--- src/rtl/fetch_stage.sv ---
// RV32I instruction fetch stage and IF/ID pipeline register.
// Owns the PC, drives a req/valid instruction-memory port and feeds opcode to control.
module fetch_stage #(
    parameter int unsigned     XLEN      = 32,
    parameter logic [XLEN-1:0] RESET_PC  = 32'h0000_0000,
    parameter logic [XLEN-1:0] NOP_INSTR = 32'h0000_0013
) (
    input  logic            clk,
    input  logic            rst_n,
    input  logic            stall,
    input  logic            flush,
    input  logic            branch_taken,
    input  logic [XLEN-1:0] branch_target,
    output logic            imem_req,
    output logic [XLEN-1:0] imem_addr,
    input  logic [XLEN-1:0] imem_rdata,
    input  logic            imem_valid,
    output logic [XLEN-1:0] if_id_pc,
    output logic [XLEN-1:0] if_id_instr,
    output logic            if_id_valid,
    output logic [6:0]      opcode
);

    typedef enum logic [1:0] {
        S_FETCH = 2'd0,
        S_HOLD  = 2'd1,
        S_DRAIN = 2'd2
    } state_e;

    typedef struct packed {
        logic [XLEN-1:0] pc;
        logic [XLEN-1:0] instr;
        logic            valid;
    } ifid_t;

    state_e          state_q, state_d;
    logic [XLEN-1:0] pc_q, pc_d;
    logic [XLEN-1:0] redir_q, redir_d;
    logic [XLEN-1:0] skid_q, skid_d;
    logic [XLEN-1:0] skid_pc_q, skid_pc_d;
    logic            req_q, req_d;
    ifid_t           ifid_q, ifid_d;

    logic [XLEN-1:0] tgt;
    logic [XLEN-1:0] pc_inc;
    logic            rsp;

    // Low target bits are masked rather than sliced so the whole port is consumed.
    assign tgt    = branch_target & ~XLEN'(3);
    assign pc_inc = pc_q + XLEN'(4);
    // A response only counts if a request is actually outstanding.
    assign rsp    = imem_valid && req_q;

    always_comb begin
        state_d   = state_q;
        pc_d      = pc_q;
        redir_d   = redir_q;
        skid_d    = skid_q;
        skid_pc_d = skid_pc_q;
        ifid_d    = ifid_q;

        case (state_q)
            S_FETCH: begin
                if (branch_taken) begin
                    ifid_d.valid = 1'b0;
                    ifid_d.instr = NOP_INSTR;
                    // With a fetch in flight the address must stay put until it returns.
                    if (rsp || !req_q) begin
                        pc_d = tgt;
                    end else begin
                        redir_d = tgt;
                        state_d = S_DRAIN;
                    end
                end else if (flush) begin
                    ifid_d.valid = 1'b0;
                    ifid_d.instr = NOP_INSTR;
                    if (rsp) pc_d = pc_inc;
                end else if (stall) begin
                    if (rsp) begin
                        skid_d    = imem_rdata;
                        skid_pc_d = pc_q;
                        state_d   = S_HOLD;
                    end
                end else if (rsp) begin
                    ifid_d.instr = imem_rdata;
                    ifid_d.pc    = pc_q;
                    ifid_d.valid = 1'b1;
                    pc_d         = pc_inc;
                end
            end

            S_HOLD: begin
                if (branch_taken) begin
                    ifid_d.valid = 1'b0;
                    ifid_d.instr = NOP_INSTR;
                    pc_d         = tgt;
                    state_d      = S_FETCH;
                end else if (flush) begin
                    ifid_d.valid = 1'b0;
                    ifid_d.instr = NOP_INSTR;
                    pc_d         = pc_inc;
                    state_d      = S_FETCH;
                end else if (!stall) begin
                    ifid_d.instr = skid_q;
                    ifid_d.pc    = skid_pc_q;
                    ifid_d.valid = 1'b1;
                    pc_d         = pc_inc;
                    state_d      = S_FETCH;
                end
            end

            S_DRAIN: begin
                if (imem_valid) begin
                    pc_d    = branch_taken ? tgt : redir_q;
                    state_d = S_FETCH;
                end else if (branch_taken) begin
                    redir_d = tgt;
                end
            end

            default: begin
                state_d = S_FETCH;
            end
        endcase

        req_d = (state_d != S_HOLD);
    end

    always_ff @(posedge clk or negedge rst_n) begin
        if (!rst_n) begin
            state_q      <= S_FETCH;
            pc_q         <= RESET_PC;
            redir_q      <= '0;
            skid_q       <= '0;
            skid_pc_q    <= '0;
            req_q        <= 1'b0;
            ifid_q.pc    <= '0;
            ifid_q.instr <= NOP_INSTR;
            ifid_q.valid <= 1'b0;
        end else begin
            state_q   <= state_d;
            pc_q      <= pc_d;
            redir_q   <= redir_d;
            skid_q    <= skid_d;
            skid_pc_q <= skid_pc_d;
            req_q     <= req_d;
            ifid_q    <= ifid_d;
        end
    end

    // In DRAIN the PC is left at the outstanding address, so it doubles as imem_addr.
    assign imem_req    = req_q;
    assign imem_addr   = pc_q;
    assign if_id_pc    = ifid_q.pc;
    assign if_id_instr = ifid_q.instr;
    assign if_id_valid = ifid_q.valid;
    assign opcode      = ifid_q.instr[6:0];

endmodule
--- config.mk ---
export PLATFORM = sky130hd
export DESIGN_NAME = fetch_stage
export DESIGN_NICKNAME = d
export VERILOG_FILES = /design/src/rtl/fetch_stage.sv
export SDC_FILE = /design/constraint.sdc
export NUM_CORES = 1
export LEC_CHECK = 0
export CAP_MARGIN = 20
export CORE_ASPECT_RATIO = 0.9
export CORE_UTILIZATION = 35
export CTS_BUF_LIST = sky130_fd_sc_hd__clkbuf_16
export DETAILED_ROUTE_END_ITERATION = 8
export REMOVE_ABC_BUFFERS = 1
export SETUP_SLACK_MARGIN = 0.02
export SLEW_MARGIN = 20
export SYNTH_ARGS = -nofsm -noshare
export SYNTH_HDL_FRONTEND = slang
export SYNTH_SLANG_ARGS = --single-unit
--- constraint.sdc ---
create_clock -name clk -period 2.66 [get_ports clk]
set_input_delay 0.532 -clock clk [delete_from_list [all_inputs] [get_ports clk]]
set_output_delay 0.532 -clock clk [all_outputs]
set_load 0.01 [all_outputs]
==> impl_metrics.csv <==
group,metric,value,unit
critical_path,cp_max_fo,26,
place,placed_area,11400,µm²
clocking,worstSkewPairLatency,0.43,ns
critical_path,critPathBufInv,2,
global_routing,antenna_found_initial,0,
route,firstDrtPassIters,5,
pwr,leakage,0.00483,µW
pwr,total_power,12100,µW
sta,slew_headroom,0.399,
synthesis,ys.flop_type,"dfrtp_1",
sta,rsz0062_at_grt,"no",
clocking,cts_tree,"yes",
layout,final_cell_mix,"dfrtp_1, clkdlybuf4s50_1, mux2_2",
flow_run,drv_cap,0,
pwr,power_density,1010,nW/µm²
layout,stdcell_area,12000,µm²
clocking,numCtsBuffers,17,
clocking,cts.htree.levels,4,
sta,hold_viol,0,
global_routing,grt_max_degree,59,
clocking,hold_buffers,0,
route,drt_iter0_drc,469,
critical_path,path_cells,"inv_1, ha_1, or2_4, a221o_1, or2_1, buf_12, or3_1, o211ai_2",
critical_path,crit_family,"simple AND/OR/NAND/NOR gates",
synthesis,ys_seq_area_frac,0.540,
critical_path,cp_slowest_cell,"dfrtp_2",
critical_path,cp-start-kind,"flop",
sta,timing.fmax,0.410,GHz
synthesis,avgSynthCellArea,11.4,µm²
synthesis,synthArstFlopShare,1.00,
sta,setup-violations-final,0,
critical_path,slowest_delay,0.42,ns
route,wl_per_cell,17.9,µm
synthesis,ys_warn_count,0,
layout,layout.nets,1033,
synthesis,synthCells,796,
floorplanning,ios,175,
synthesis,synth-edff-count,0,
route,antenna_left,0,
clocking,path_clk_slew,0.08,ns
route,dr_total_vias,6774,
critical_path,rrSetupSlack,0.22,ns
layout,final_common_cell,"dfrtp_1",
floorplanning,dieArea,26600,µm²
status,status,"completed",
place,portBuffers,172,
critical_path,cp.required,3.01,ns
pwr,ir_drop,0.460,mV
critical_path,path_class,"reg2reg",
route,drc,0,
floorplanning,start_util,0.359,
clocking,numClockSinks,196,
place,gp_congestion,0.803,
layout,final_util,0.473,
global_routing,grt_pass1_vias,6748,
critical_path,r2r_start,"state_q[0]$_DFF_PN0_",
layout,antenna_cells,0,
critical_path,cp.arrival,2.79,ns
min_path,hp-class,"in2async",
critical_path,r2r-end,"imem_addr[31]$_DFFE_PN0P_",
synthesis,synth.ff_latch_count,196,
sta,fin_worst_skew,0.00774,ns
synthesis,syn-cell-area,9080,µm²
critical_path,reg2reg_depth,8,
route,routed_wl,23500,µm
floorplanning,die_y,155,µm
clocking,cts-root-buf,"clkbuf_16",
layout,syn2layout_area_growth,31.8,%
sta,timing.final.crit_share,0.916,
sta,slew_violations,0,
sta,period_minus_slack,2.44,ns
global_routing,grt_use_total,0.184,
synthesis,ys_types,48,
layout,drive_gt1_frac,0.185,
route,viasPerCell,5.16,
sta,tightest_slew,0.901,ns
layout,finalNonFillerCells,1313,
floorplanning,core,25300,µm²
clocking,clockBufferDepth,2,
floorplanning,chipWidth,172,µm
floorplanning,rows,55,
global_routing,grt_pass1_wl,37900,µm
place,dp_hpwl,16000,µm
global_routing,grt.overflow.total,0,
critical_path,end_kind,"flop",
place,place_inst,1281,
==> how the worst max path moves through the flow <==
stage                          from                          to  slack [ns]  cells after the start
2_1_floorplan  state_q[1]$_DFF_PN0_  if_id_instr[0]$_DFFE_PN1P_       -2.11                      6
3_3_place_gp             imem_valid   imem_addr[31]$_DFFE_PN0P_        0.11                      7
3_5_place_dp             imem_valid    imem_addr[2]$_DFFE_PN0P_        0.11                      8
4_1_cts        state_q[0]$_DFF_PN0_   imem_addr[31]$_DFFE_PN0P_        0.18                      8
5_1_grt        state_q[0]$_DFF_PN0_    imem_addr[8]$_DFFE_PN0P_        0.05                      9
6_report       state_q[0]$_DFF_PN0_   imem_addr[31]$_DFFE_PN0P_        0.22                      8
==> layout make-up <==
class	instances	area (µm²)
Fill cell	2384	13300
Sequential cell	196	4910
Multi-Input combinational cell	526	3890
Timing Repair Buffer	210	2140
Tap cell	342	428
Clock buffer	17	425
Clock inverter	15	156
Inverter	7	26.3
==> registers in the layout, indices dropped and copies added (netlist names) <==
| signal | flops |
|---|---|
| if_id_instr | 32 |
| if_id_pc | 32 |
| imem_addr | 32 |
| redir_q | 32 |
| skid_pc_q | 32 |
| skid_q | 32 |
| state_q | 2 |
| if_id_valid | 1 |
| imem_req | 1 |
==> through the flow <==
stage / setup WS, ns / TNS, ns / hold WS (ns)
3_3_place_gp: 0.111 / 0 / 0.460
6_report: 0.222 / 0 / 0.0666
2_1_floorplan: -2.11 / -254.30 / 0.236
4_1_cts: 0.181 / 0 / 0.0785
5_1_grt: 0.0482 / 0 / 0.0900
3_5_place_dp: 0.113 / 0 / 0.472
==> per-layer routing <==
layer  track usage  vias to the layer above  routed length [µm]
met5             0                        -                   0
met4        0.0375                        0                 188
met3        0.0453                       13                1400
met2         0.287                      181               10600
met1         0.258                     3346               11300
li1              -                     3234                   -
==> cells by family after synthesis <==
kind of cell,count (synthesis),share of synthesized area
DFF,196,0.540
and+or+nand+nor,156,0.0829
adders and majority gates,5,0.00689
muxes,160,0.189
buffers and inverters,74,0.0347
AOI/OAI and AO/OA,205,0.146
==> what timing repair did <==
action / in CTS / in global routing
buffers inserted: 0 / 0
resized for setup: 0 / 1
endpoints found under the setup margin: 0 / 1
==> synthesized netlist by cell type, types with 11 or more instances <==
| master | instances | area [µm²] |
|---|---|---|
| mux2_2 | 94 | 1060 |
| nand4_1 | 11 | 68.8 |
| o21ai_0 | 80 | 400 |
| a21oi_1 | 32 | 160 |
| nand2_1 | 51 | 191 |
| dfrtp_1 | 193 | 4830 |
| mux2i_1 | 66 | 661 |
| o2bb2ai_1 | 32 | 280 |
| clkbuf_1 | 45 | 169 |
| nor2_1 | 41 | 154 |
==> report_power, final <==
group	total (µW)	internal, µW	switching (µW)
logic	4380	2380	1990
registers	5120	4180	943
clock network	2590	1400	1190
total	12100	7960	4130
Power figures use the tool's default switching activity.
